<file path="config.mk">
export PLATFORM = sky130hd
export DESIGN_NAME = uart_bus_responder
export DESIGN_NICKNAME = d
export VERILOG_FILES = /design/src/rtl/uart_bus_responder_pkg.sv /design/src/rtl/uart_rx_core.sv /design/src/rtl/uart_bus_responder.sv
export SDC_FILE = /design/constraint.sdc
export NUM_CORES = 1
export LEC_CHECK = 0
export ABC_AREA = 1
export CORE_MARGIN = 1
export CORE_UTILIZATION = 46
export DETAILED_ROUTE_END_ITERATION = 8
export PLACE_DENSITY = 0.88
export SYNTH_ARGS = -nofsm -noshare
export SYNTH_HDL_FRONTEND = slang
export SYNTH_HIERARCHICAL = 1
export SYNTH_SLANG_ARGS = --single-unit
</file>
<file path="constraint.sdc">
create_clock -name clk -period 2 [get_ports clk]
set_input_delay 0.4 -clock clk [delete_from_list [all_inputs] [get_ports clk]]
set_output_delay 0.4 -clock clk [all_outputs]
set_load 0.05 [all_outputs]
</file>
<file path="src/rtl/uart_bus_responder_pkg.sv">
// Shared definitions for the memory-mapped UART responder: register offsets,
// CON bit positions and the TX/RX state encodings.
package uart_bus_responder_pkg;

   localparam logic [31:0] OFF_TXD = 32'h0000_0000;
   localparam logic [31:0] OFF_RXD = 32'h0000_0004;
   localparam logic [31:0] OFF_CON = 32'h0000_0008;

   localparam int CON_TX_IE    = 0;
   localparam int CON_RX_IE    = 1;
   localparam int CON_TX_DONE  = 2;
   localparam int CON_RX_VALID = 3;
   localparam int CON_TX_BUSY  = 4;
   localparam int CON_OVERRUN  = 5;

   typedef enum logic [1:0] {
      TX_IDLE,
      TX_START,
      TX_DATA,
      TX_STOP
   } tx_state_t;

   typedef enum logic [1:0] {
      RX_IDLE,
      RX_START,
      RX_DATA,
      RX_STOP
   } rx_state_t;

   // Assemble the CON read word from its individual flags.
   function automatic logic [31:0] conWord(input logic txIe,
                                           input logic rxIe,
                                           input logic txDone,
                                           input logic rxValid,
                                           input logic txBusy,
                                           input logic overrun);
      logic [31:0] w;
      w               = '0;
      w[CON_TX_IE]    = txIe;
      w[CON_RX_IE]    = rxIe;
      w[CON_TX_DONE]  = txDone;
      w[CON_RX_VALID] = rxValid;
      w[CON_TX_BUSY]  = txBusy;
      w[CON_OVERRUN]  = overrun;
      return w;
   endfunction

endpackage

</file>
<file path="src/rtl/uart_rx_core.sv">
// 8N1 receiver: two-flop synchroniser on the serial line, start-bit glitch
// rejection at the half-bit point and centre sampling of data and stop bits.
module uart_rx_core
   import uart_bus_responder_pkg::*;
#(
   parameter int DIV = 16
)
(
   input  logic       clk,
   input  logic       reset,
   input  logic       i_din,
   output logic [7:0] o_byte,
   output logic       o_strobe,
   output logic       o_frameErr
);

   localparam int            CW        = $clog2(DIV);
   localparam logic [CW-1:0] CNT_LAST  = CW'(DIV - 1);
   localparam logic [CW-1:0] HALF_LAST = CW'(DIV / 2 - 1);
   localparam logic [CW-1:0] CNT_ONE   = CW'(1);

   logic [1:0]    r_sync;
   logic          r_prev;
   rx_state_t     r_state;
   rx_state_t     w_stateNext;
   logic [CW-1:0] r_cnt;
   logic [CW-1:0] w_cntNext;
   logic [2:0]    r_bit;
   logic [2:0]    w_bitNext;
   logic [7:0]    r_shift;
   logic [7:0]    w_shiftNext;
   logic          w_rxd;
   logic          w_cntEnd;

   assign w_rxd    = r_sync[1];
   assign w_cntEnd = (r_cnt == CNT_LAST);
   assign o_byte   = r_shift;

   always_ff @(posedge clk or negedge reset) begin
      if (!reset) begin
         r_sync  <= 2'b11;
         r_prev  <= 1'b1;
         r_state <= RX_IDLE;
         r_cnt   <= '0;
         r_bit   <= '0;
         r_shift <= '0;
      end else begin
         r_sync  <= {r_sync[0], i_din};
         r_prev  <= w_rxd;
         r_state <= w_stateNext;
         r_cnt   <= w_cntNext;
         r_bit   <= w_bitNext;
         r_shift <= w_shiftNext;
      end
   end

   always_comb begin
      w_stateNext = r_state;
      w_cntNext   = r_cnt;
      w_bitNext   = r_bit;
      w_shiftNext = r_shift;
      o_strobe    = 1'b0;
      o_frameErr  = 1'b0;
      case (r_state)
         RX_IDLE: begin
            if (r_prev && !w_rxd) begin
               w_stateNext = RX_START;
               w_cntNext   = '0;
            end
         end
         RX_START: begin
            // A start bit that is high again at its midpoint was only a glitch.
            if (r_cnt == HALF_LAST) begin
               w_cntNext   = '0;
               w_bitNext   = '0;
               w_stateNext = w_rxd ? RX_IDLE : RX_DATA;
            end else begin
               w_cntNext = r_cnt + CNT_ONE;
            end
         end
         RX_DATA: begin
            if (w_cntEnd) begin
               w_cntNext   = '0;
               w_shiftNext = {w_rxd, r_shift[7:1]};
               if (r_bit == 3'd7) begin
                  w_stateNext = RX_STOP;
               end else begin
                  w_bitNext = r_bit + 3'd1;
               end
            end else begin
               w_cntNext = r_cnt + CNT_ONE;
            end
         end
         RX_STOP: begin
            if (w_cntEnd) begin
               w_cntNext   = '0;
               w_stateNext = RX_IDLE;
               o_strobe    = w_rxd;
               o_frameErr  = ~w_rxd;
            end else begin
               w_cntNext = r_cnt + CNT_ONE;
            end
         end
         default: w_stateNext = RX_IDLE;
      endcase
   end

endmodule

</file>
<file path="src/rtl/uart_bus_responder.sv">
// CPU-bus UART responder: decodes TXD/RXD/CON, serialises TX bytes on dout,
// collects bytes from uart_rx_core and drives a level interrupt.
module uart_bus_responder
   import uart_bus_responder_pkg::*;
#(
   parameter int          CLK_FREQ  = 50_000_000,
   parameter int          BAUD      = 9600,
   parameter logic [31:0] BASE_ADDR = 32'h4000_0018
)
(
   input  logic        clk,
   input  logic        reset,
   input  logic        rd,
   input  logic        wr,
   input  logic [31:0] addr,
   input  logic [31:0] wdata,
   output logic [31:0] rdata,
   input  logic        din,
   output logic        dout,
   output logic        irqout
);

   localparam int            DIV      = CLK_FREQ / BAUD;
   localparam int            CW       = $clog2(DIV);
   localparam logic [CW-1:0] CNT_LAST = CW'(DIV - 1);
   localparam logic [CW-1:0] CNT_ONE  = CW'(1);

   logic          r_txIe;
   logic          r_rxIe;
   logic          r_txDone;
   logic          r_rxValid;
   logic          r_txBusy;
   logic          r_overrun;
   logic [7:0]    r_txByte;
   logic [7:0]    r_rxByte;

   tx_state_t     r_txState;
   tx_state_t     w_txStateNext;
   logic [CW-1:0] r_txCnt;
   logic [CW-1:0] w_txCntNext;
   logic [2:0]    r_txBit;
   logic [2:0]    w_txBitNext;
   logic          r_dout;
   logic          w_doutNext;
   logic          w_txFinish;
   logic          w_txCntEnd;

   logic          w_hitTxd;
   logic          w_hitRxd;
   logic          w_hitCon;
   logic          w_wrTxd;
   logic          w_wrCon;
   logic          w_rdRxd;
   logic          w_rdCon;

   logic [7:0]    w_rxByte;
   logic          w_rxStrobe;
   logic          w_rxFrameErr;
   logic          w_unused;

   // Exact address match only, so unaligned or unmapped accesses never hit.
   assign w_hitTxd = (addr == BASE_ADDR + OFF_TXD);
   assign w_hitRxd = (addr == BASE_ADDR + OFF_RXD);
   assign w_hitCon = (addr == BASE_ADDR + OFF_CON);
   assign w_wrTxd  = wr & w_hitTxd & ~r_txBusy;
   assign w_wrCon  = wr & w_hitCon;
   assign w_rdRxd  = rd & w_hitRxd;
   assign w_rdCon  = rd & w_hitCon;

   assign w_unused = ^{wdata[31:8], w_rxFrameErr};

   assign dout   = r_dout;
   assign irqout = (r_txIe & r_txDone) | (r_rxIe & r_rxValid);

   always_comb begin
      rdata = '0;
      if (rd) begin
         if (w_hitTxd) begin
            rdata = {24'b0, r_txByte};
         end else if (w_hitRxd) begin
            rdata = {24'b0, r_rxByte};
         end else if (w_hitCon) begin
            rdata = conWord(r_txIe, r_rxIe, r_txDone, r_rxValid, r_txBusy, r_overrun);
         end
      end
   end

   uart_rx_core #(
      .DIV(DIV)
   ) u_rx (
      .clk       (clk),
      .reset     (reset),
      .i_din     (din),
      .o_byte    (w_rxByte),
      .o_strobe  (w_rxStrobe),
      .o_frameErr(w_rxFrameErr)
   );

   // Completion events take priority over the clearing reads on the same edge.
   always_ff @(posedge clk or negedge reset) begin
      if (!reset) begin
         r_txIe    <= 1'b0;
         r_rxIe    <= 1'b0;
         r_txDone  <= 1'b0;
         r_rxValid <= 1'b0;
         r_txBusy  <= 1'b0;
         r_overrun <= 1'b0;
         r_txByte  <= '0;
         r_rxByte  <= '0;
      end else begin
         if (w_wrCon) begin
            r_txIe <= wdata[CON_TX_IE];
            r_rxIe <= wdata[CON_RX_IE];
         end
         if (w_wrTxd) begin
            r_txByte <= wdata[7:0];
            r_txBusy <= 1'b1;
         end else if (w_txFinish) begin
            r_txBusy <= 1'b0;
         end
         if (w_txFinish) begin
            r_txDone <= 1'b1;
         end else if (w_rdCon) begin
            r_txDone <= 1'b0;
         end
         if (w_rxStrobe) begin
            r_rxByte  <= w_rxByte;
            r_rxValid <= 1'b1;
            r_overrun <= w_rdRxd ? 1'b0 : (r_overrun | r_rxValid);
         end else if (w_rdRxd) begin
            r_rxValid <= 1'b0;
            r_overrun <= 1'b0;
         end
      end
   end

   assign w_txCntEnd = (r_txCnt == CNT_LAST);

   always_ff @(posedge clk or negedge reset) begin
      if (!reset) begin
         r_txState <= TX_IDLE;
         r_txCnt   <= '0;
         r_txBit   <= '0;
         r_dout    <= 1'b1;
      end else begin
         r_txState <= w_txStateNext;
         r_txCnt   <= w_txCntNext;
         r_txBit   <= w_txBitNext;
         r_dout    <= w_doutNext;
      end
   end

   // dout is registered alongside the state so the line never glitches.
   always_comb begin
      w_txStateNext = r_txState;
      w_txCntNext   = r_txCnt;
      w_txBitNext   = r_txBit;
      w_doutNext    = r_dout;
      w_txFinish    = 1'b0;
      case (r_txState)
         TX_IDLE: begin
            w_doutNext = 1'b1;
            if (r_txBusy) begin
               w_txStateNext = TX_START;
               w_txCntNext   = '0;
               w_doutNext    = 1'b0;
            end
         end
         TX_START: begin
            if (w_txCntEnd) begin
               w_txStateNext = TX_DATA;
               w_txCntNext   = '0;
               w_txBitNext   = '0;
               w_doutNext    = r_txByte[0];
            end else begin
               w_txCntNext = r_txCnt + CNT_ONE;
            end
         end
         TX_DATA: begin
            if (w_txCntEnd) begin
               w_txCntNext = '0;
               if (r_txBit == 3'd7) begin
                  w_txStateNext = TX_STOP;
                  w_doutNext    = 1'b1;
               end else begin
                  w_txBitNext = r_txBit + 3'd1;
                  w_doutNext  = r_txByte[r_txBit + 3'd1];
               end
            end else begin
               w_txCntNext = r_txCnt + CNT_ONE;
            end
         end
         TX_STOP: begin
            if (w_txCntEnd) begin
               w_txStateNext = TX_IDLE;
               w_txCntNext   = '0;
               w_txFinish    = 1'b1;
            end else begin
               w_txCntNext = r_txCnt + CNT_ONE;
            end
         end
         default: w_txStateNext = TX_IDLE;
      endcase
   end

endmodule
</file>
==> results.yml, run 1 <==
setup_path:
  endpoint_kind: "output pin"
  start_kind: "input pin"
  critPathKind: "in -> out"
  worstPathMaxFanout: 8
  cp.required_ns: 1.60
  cp.arrival_ns: 1.94
routing:
  wl_per_cell_um: 18.5
  wirelength_um: 16000
  drt_first_pass_iters: 7
  vias: 4870
  first_iter_violations: 356
  final_antenna_net_count: 0
  viasPerCell: 5.62
  drc: 0
place:
  dp.cells: 781
  place_hpwl_um: 7850
  io_buffer_count: 54
  place_congestion: 0.920
clocking:
  cts_tree: "built"
  clk_pin_slew_ns: 0.08
  cts_buffers: 9
  clk_path_buf_depth: 2
  cts-root-buf: "clkbuf_8"
  clock_latency_ns: 0.37
  htreeDepth: 3
  clkSinkCount: 70
floorplanning:
  die_w_um: 99.7
  pin_count: 103
  rows: 35
  initial_core_util_pct: 47.5
  core_mm2: 0.00924
  die_h_um: 99.7
  die-area_mm2: 0.00994
min_path:
  holdCritPathClass: "in -> async"
timing:
  hold_violations: 0
  max_slew_margin_pct: 60.4
  setup_viol: 18
  min_period_over_period_pct: 117
  max_freq_mhz: 427
  setup_ws_ns: -0.340
  fin_hold_ws_ns: 0.0366
  rsz0062_at_grt: "true"
  fin_crit_ns: 2.34
  slew_viol_final: 0
  fin_worst_skew_ns: 0.0167
  worst_slew_pin_slew_ns: 0.591
status:
  status: "finished, violations left"
  failed_checks: "setup timing"
final_layout:
  drive_gt1_share_pct: 32.3
  antennaDiodeCount: 0
  fin_nets: 812
  syn_to_final_growth_pct: 40.9
  stdcell_count: 866
flow_run:
  maxCapViolations: 0
global_routing:
  antenna_found_initial: 0
  grt_pass1_wl_um: 25200
  grt_use_met2_pct: 54.6
  gr-usage-all-layers_pct: 33.3
  grt_pass1_vias: 4917
  grt.overflow.total: 0
  gr-usage-met3_pct: 13.1
  use_met1_pct: 33.5
  grt_max_degree: 71
  top_usage_layer: "met2"
power_and_ir_drop:
  leakage_nw: 3.05
  fin_total_pwr_mw: 3.93
  ir_drop_mv: 0.673
  powerDensity_mw_per_mm2: 635
yosys:
  avgSynthCellArea_um2: 7.44
  syn_inst: 590
  netlist_area_mm2: 0.00439
  yosysWarnings: 6
report_power, final:
| part | total (mW) | switching (mW) | internal [mW] | leakage (nW) |
|---|---|---|---|---|
| sequential | 1.57 | 0.0918 | 1.48 | 0.925 |
| clock | 1.46 | 0.593 | 0.865 | 0.120 |
| combinational | 0.897 | 0.591 | 0.307 | 2.01 |
| total | 3.93 | 1.28 | 2.65 | 3.05 |
sequential cells by signal, indices dropped and copies added, names as in the netlist, named ones only:
register / flops
r_txCnt: 13
u_rx/r_cnt: 13
r_rxByte: 8
r_txByte: 8
u_rx/o_byte: 8
r_txBit: 3
u_rx/r_bit: 3
r_txState: 2
u_rx/r_sync: 2
dout: 1
r_overrun: 1
r_rxIe: 1
r_rxValid: 1
r_txBusy: 1
r_txDone: 1
r_txIe: 1
u_rx/r_prev: 1
u_rx/r_state: 1
what timing repair did:
action / in CTS / in global routing
setup endpoints to repair: 8 / 20
hold buffers: 0 / 0
cloned: 1 / 1
gates resized for setup: 147 / 25
pin swaps: 35 / 21
buffers inserted: 62 / 5
hold endpoints to repair: 0 / 0
metal layers:
metal,wire length [µm],vias up
met5,0,-
met4,1650,0
met1,5210,2265
met3,1500,146
li1,-,2124
met2,7620,335
path summary, 6_finish.rpt:
check,from,endpoint,slack (ns),cells after the start
worst max register to register,u_rx/r_cnt[0],r_overrun,0.18,9
worst min register to register,u_rx/r_sync[0],u_rx/r_sync[1],0.36,0
worst min-delay path,reset,u_rx/r_cnt[1],0.04,2
max in group asynchronous,reset,u_rx/r_sync[0],1.62,2
worst max-delay path,addr[20],rdata[1],-0.34,10
min in group clk,u_rx/r_sync[0],u_rx/r_sync[1],0.36,0
critical path: stages:
cell,delay [ns]
clkdlybuf4s15_1,0.18
inv_2,0.13
nand4_4,0.19
nor2_8,0.20
buf_6,0.13
nand3_4,0.17
nor2_4,0.19
nor2_4,0.06
nor2_4,0.13
buf_12,0.16
final cells by class:
class                           count  area [µm²]
Clock buffer                       11         141
Clock inverter                      5         106
Fill cell                         644        3050
Inverter                           86         323
Multi-Input combinational cell    429        2510
Sequential cell                    70        1760
Tap cell                          129         161
Timing Repair Buffer              136        1190
stage by stage:
step / setup WS, ns / TNS [ns] / area, µm² / util (%)
floorplan: -0.0249 / -0.0498 / 4530 / -
global placement: -0.391 / -3.25 / 5200 / 56.3
detailed placement: -0.493 / -4.51 / 5200 / 56.3
CTS: -0.135 / -1.02 / 6070 / 65.7
global route: -0.488 / -5.55 / 6190 / 66.9
finish: -0.340 / -4.43 / 6190 / 66.9
cell usage in the layout (no fill, tap or decap), types with 7 or more instances in the layout:
cell and count:
nand4_1 18, nand3_1 40, dfrtp_1 66, nand2_2 15, o21ai_1 11, clkbuf_8 10
nor2_2 16, nor3_1 9, nor2_1 29, inv_2 17, buf_4 77, nand3_2 7
buf_12 10, ha_1 11, buf_2 16, o22ai_1 7, clkdlybuf4s50_1 11, inv_1 68
nor2_4 24, conb_1 24, o21ai_0 36, nand2_1 140, buf_6 13
Power figures use the tool's default switching activity.
==> inputs of run 2 (changes only) <==
--- a/config.mk
+++ b/config.mk
@@ -9,8 +9,7 @@
 export CORE_MARGIN = 1
 export CORE_UTILIZATION = 46
 export DETAILED_ROUTE_END_ITERATION = 8
-export PLACE_DENSITY = 0.88
+export PLACE_DENSITY = 0.89
 export SYNTH_ARGS = -nofsm -noshare
 export SYNTH_HDL_FRONTEND = slang
-export SYNTH_HIERARCHICAL = 1
 export SYNTH_SLANG_ARGS = --single-unit
==> results.yml, run 2 <==
status:
  status: "finished, violations left"
  failed_checks: "setup timing"
timing:
  min_period_over_period_pct: 110
  slew_viol_final: 0
  hold_violations: 0
  fin_worst_skew_ns: 0.0108
  max_freq_mhz: 454
  setup_viol: 8
  setup_ws_ns: -0.202
  fin_hold_ws_ns: 0.0504
  rsz0062_at_grt: "true"
  fin_crit_ns: 2.20
clocking:
  clk_path_buf_depth: 2
  cts-root-buf: "clkbuf_8"
  cts_buffers: 9
  hold_buffers: 0
  clock_latency_ns: 0.35
  clkSinkCount: 70
  cts_tree: "built"
  htreeDepth: 3
  clk_pin_slew_ns: 0.07
yosys:
  synth_common_cells: "nand2_1, dfrtp_1, inv_1, nand3_1, nor2_1"
  yosysTopAreaCell: "dfrtp_1"
  avgSynthCellArea_um2: 7.60
  ys_ff_latch: 70
  synth.most_common_cell: "nand2_1"
  synthTopCellsByArea: "dfrtp_1, nand2_1, nand3_1, inv_1, buf_4"
  synthDistinctLibCells: 38
  synth_edf_count: 0
  synth_top_cell_area_share_pct: 37.9
  syn_inst: 573
  yosysWarnings: 0
  synthArstFlopShare_pct: 100
  synth_flop_cell: "dfrtp_1"
  synth-seq-area-share_pct: 40.3
  netlist_area_mm2: 0.00436
floorplanning:
  pin_count: 103
  die_h_um: 99.3
  core_mm2: 0.00920
  initial_core_util_pct: 47.4
  die-area_mm2: 0.00986
  rows: 35
  die_w_um: 99.3
global_routing:
  grt.overflow.total: 0
  grt_max_degree: 71
  antenna_found_initial: 0
  grt_pass1_wl_um: 18800
  grt_pass1_vias: 4141
  gr-usage-all-layers_pct: 23.7
routing:
  viasPerCell: 5.44
  drc: 0
  first_iter_violations: 294
  drt_first_pass_iters: 5
  wirelength_um: 11600
  wl_per_cell_um: 14.9
  final_antenna_net_count: 0
  vias: 4225
setup_path:
  cp.required_ns: 1.60
  cpMostUsedCell: "nor2_1"
  endpoint_kind: "output pin"
  reg2reg_slack_ns: 0.23
  reg2reg_depth: 6
  cp.arrival_ns: 1.80
  start_kind: "input pin"
  slowest_stage: "a21oi_4"
  critPathMaxStageDelay_ns: 0.25
  worstPathMaxFanout: 5
  crit_chain: "buf_2, nor2_1, nand2_1, nor2_1, nand2_2, nor2_4, o211ai_1, a21oi_4, buf_12"
  critPathKind: "in -> out"
  cp-startpoint: "addr[18]"
  r2r_end: "u_rx.o_byte[0]"
  crit_path_end: "rdata[5]"
  r2r-start: "u_rx.r_cnt[0]"
place:
  place_hpwl_um: 7490
  dp.cells: 747
  io_buffer_count: 54
  place_congestion: 0.884
  place_area_mm2: 0.00516
min_path:
  holdCritPathClass: "in -> async"
final_layout:
  final_cell_mix: "nand2_1, dfrtp_1, inv_1, nand3_1, nor2_1"
  fin_nets: 740
  antennaDiodeCount: 0
  drive_gt1_share_pct: 29.0
  final_common_cell: "nand2_1"
  syn_to_final_growth_pct: 28.1
  design_area_mm2: 0.00558
  reg_top3: "r_txCnt x13, u_rx.r_cnt x13"
  fillCellCount: 700
  stdcell_count: 776
power_and_ir_drop:
  ir_drop_mv: 0.753
  powerDensity_mw_per_mm2: 635
  leakage_nw: 2.59
  fin_total_pwr_mw: 3.54
flow_run:
  maxCapViolations: 0
## run 2: cell types whose count changed in the layout (fill, tap and decap cells not counted), sizes merged, moves of 3 or more
cell,before,now
buf,116,68
nor2,71,53
inv,85,73
nand2,158,169
nand4,19,9
o21bai,7,0
dlygate4sd2,6,0
o211ai,0,6
nand3,53,57
o21ai,49,45
o22ai,7,11
a21oi,6,9
## run 2: critical path, delay by kind of cell
kind	cells	cell delay, ns
AND/OR/NAND/NOR	5	0.68
AO/OA/AOI/OAI	2	0.46
buffers and inverters	2	0.27
## run 2: per-stage QoR
stage | setup slack [ns] | setup TNS [ns] | utilization [%]
after detailed placement | -0.429 | -4.93 | 56.2
after global routing | -0.246 | -1.58 | 60.7
after global placement | -0.394 | -4.01 | 56.2
after floorplan | 0.0509 | 0 | -
final | -0.202 | -1.24 | 60.7
after CTS | -0.0626 | -0.273 | 59.2
## run 2: repair_timing
item / CTS / global route
setup buffers: 11 / 3
resized for setup: 125 / 38
setup endpoints to repair: 8 / 9
cloned: 1 / 0
pin swaps: 50 / 39
## run 2: worst min-delay path by stage
stage / depth (start not counted) / to / startpoint / slack [ns]
after floorplan: 0 / async pin / reset / 0.10
after global placement: 0 / u_rx.r_sync[1] / u_rx.r_sync[0] / 0.35
after detailed placement: 0 / u_rx.r_sync[1] / u_rx.r_sync[0] / 0.35
after CTS: 2 / u_rx.r_cnt[9] / reset / 0.07
after global routing: 2 / u_rx.r_cnt[8] / reset / 0.09
final: 2 / u_rx.r_cnt[8] / reset / 0.05
## run 2: logic make-up after synthesis
family                   share of synthesized area [%]
AND/OR/NAND/NOR                                   32.2
XOR/XNOR                                          1.41
AO/OA/AOI/OAI                                     11.1
flip-flops                                        40.3
buffers and inverters                             11.7
other                                           0.0861
adder cells (fa/ha/maj)                           3.16
## run 2: cell type report
| cell class | instances | area, µm² | area share, % |
|---|---|---|---|
| Inverter | 72 | 270 | 4.84 |
| Multi-Input combinational cell | 423 | 2420 | 43.4 |
| Clock buffer | 9 | 124 | 2.22 |
| Sequential cell | 70 | 1760 | 31.5 |
| Tap cell | 111 | 139 | 2.49 |
| Clock inverter | 7 | 72.6 | 1.30 |
| Timing Repair Buffer | 84 | 798 | 14.3 |
## run 2: routing by layer
metal  share of wire [%]  global-route usage (%)
met5                   0                       0
met4                 3.3                    10.7
met3                 5.2                    3.87
met2                  52                    42.1
met1                  40                    28.3
## run 2: power breakdown
| group | internal (mW) | switching [mW] |
|---|---|---|
| sequential | 1.49 | 0.0913 |
| combinational | 0.243 | 0.551 |
| clock | 0.578 | 0.590 |
| total | 2.31 | 1.23 |
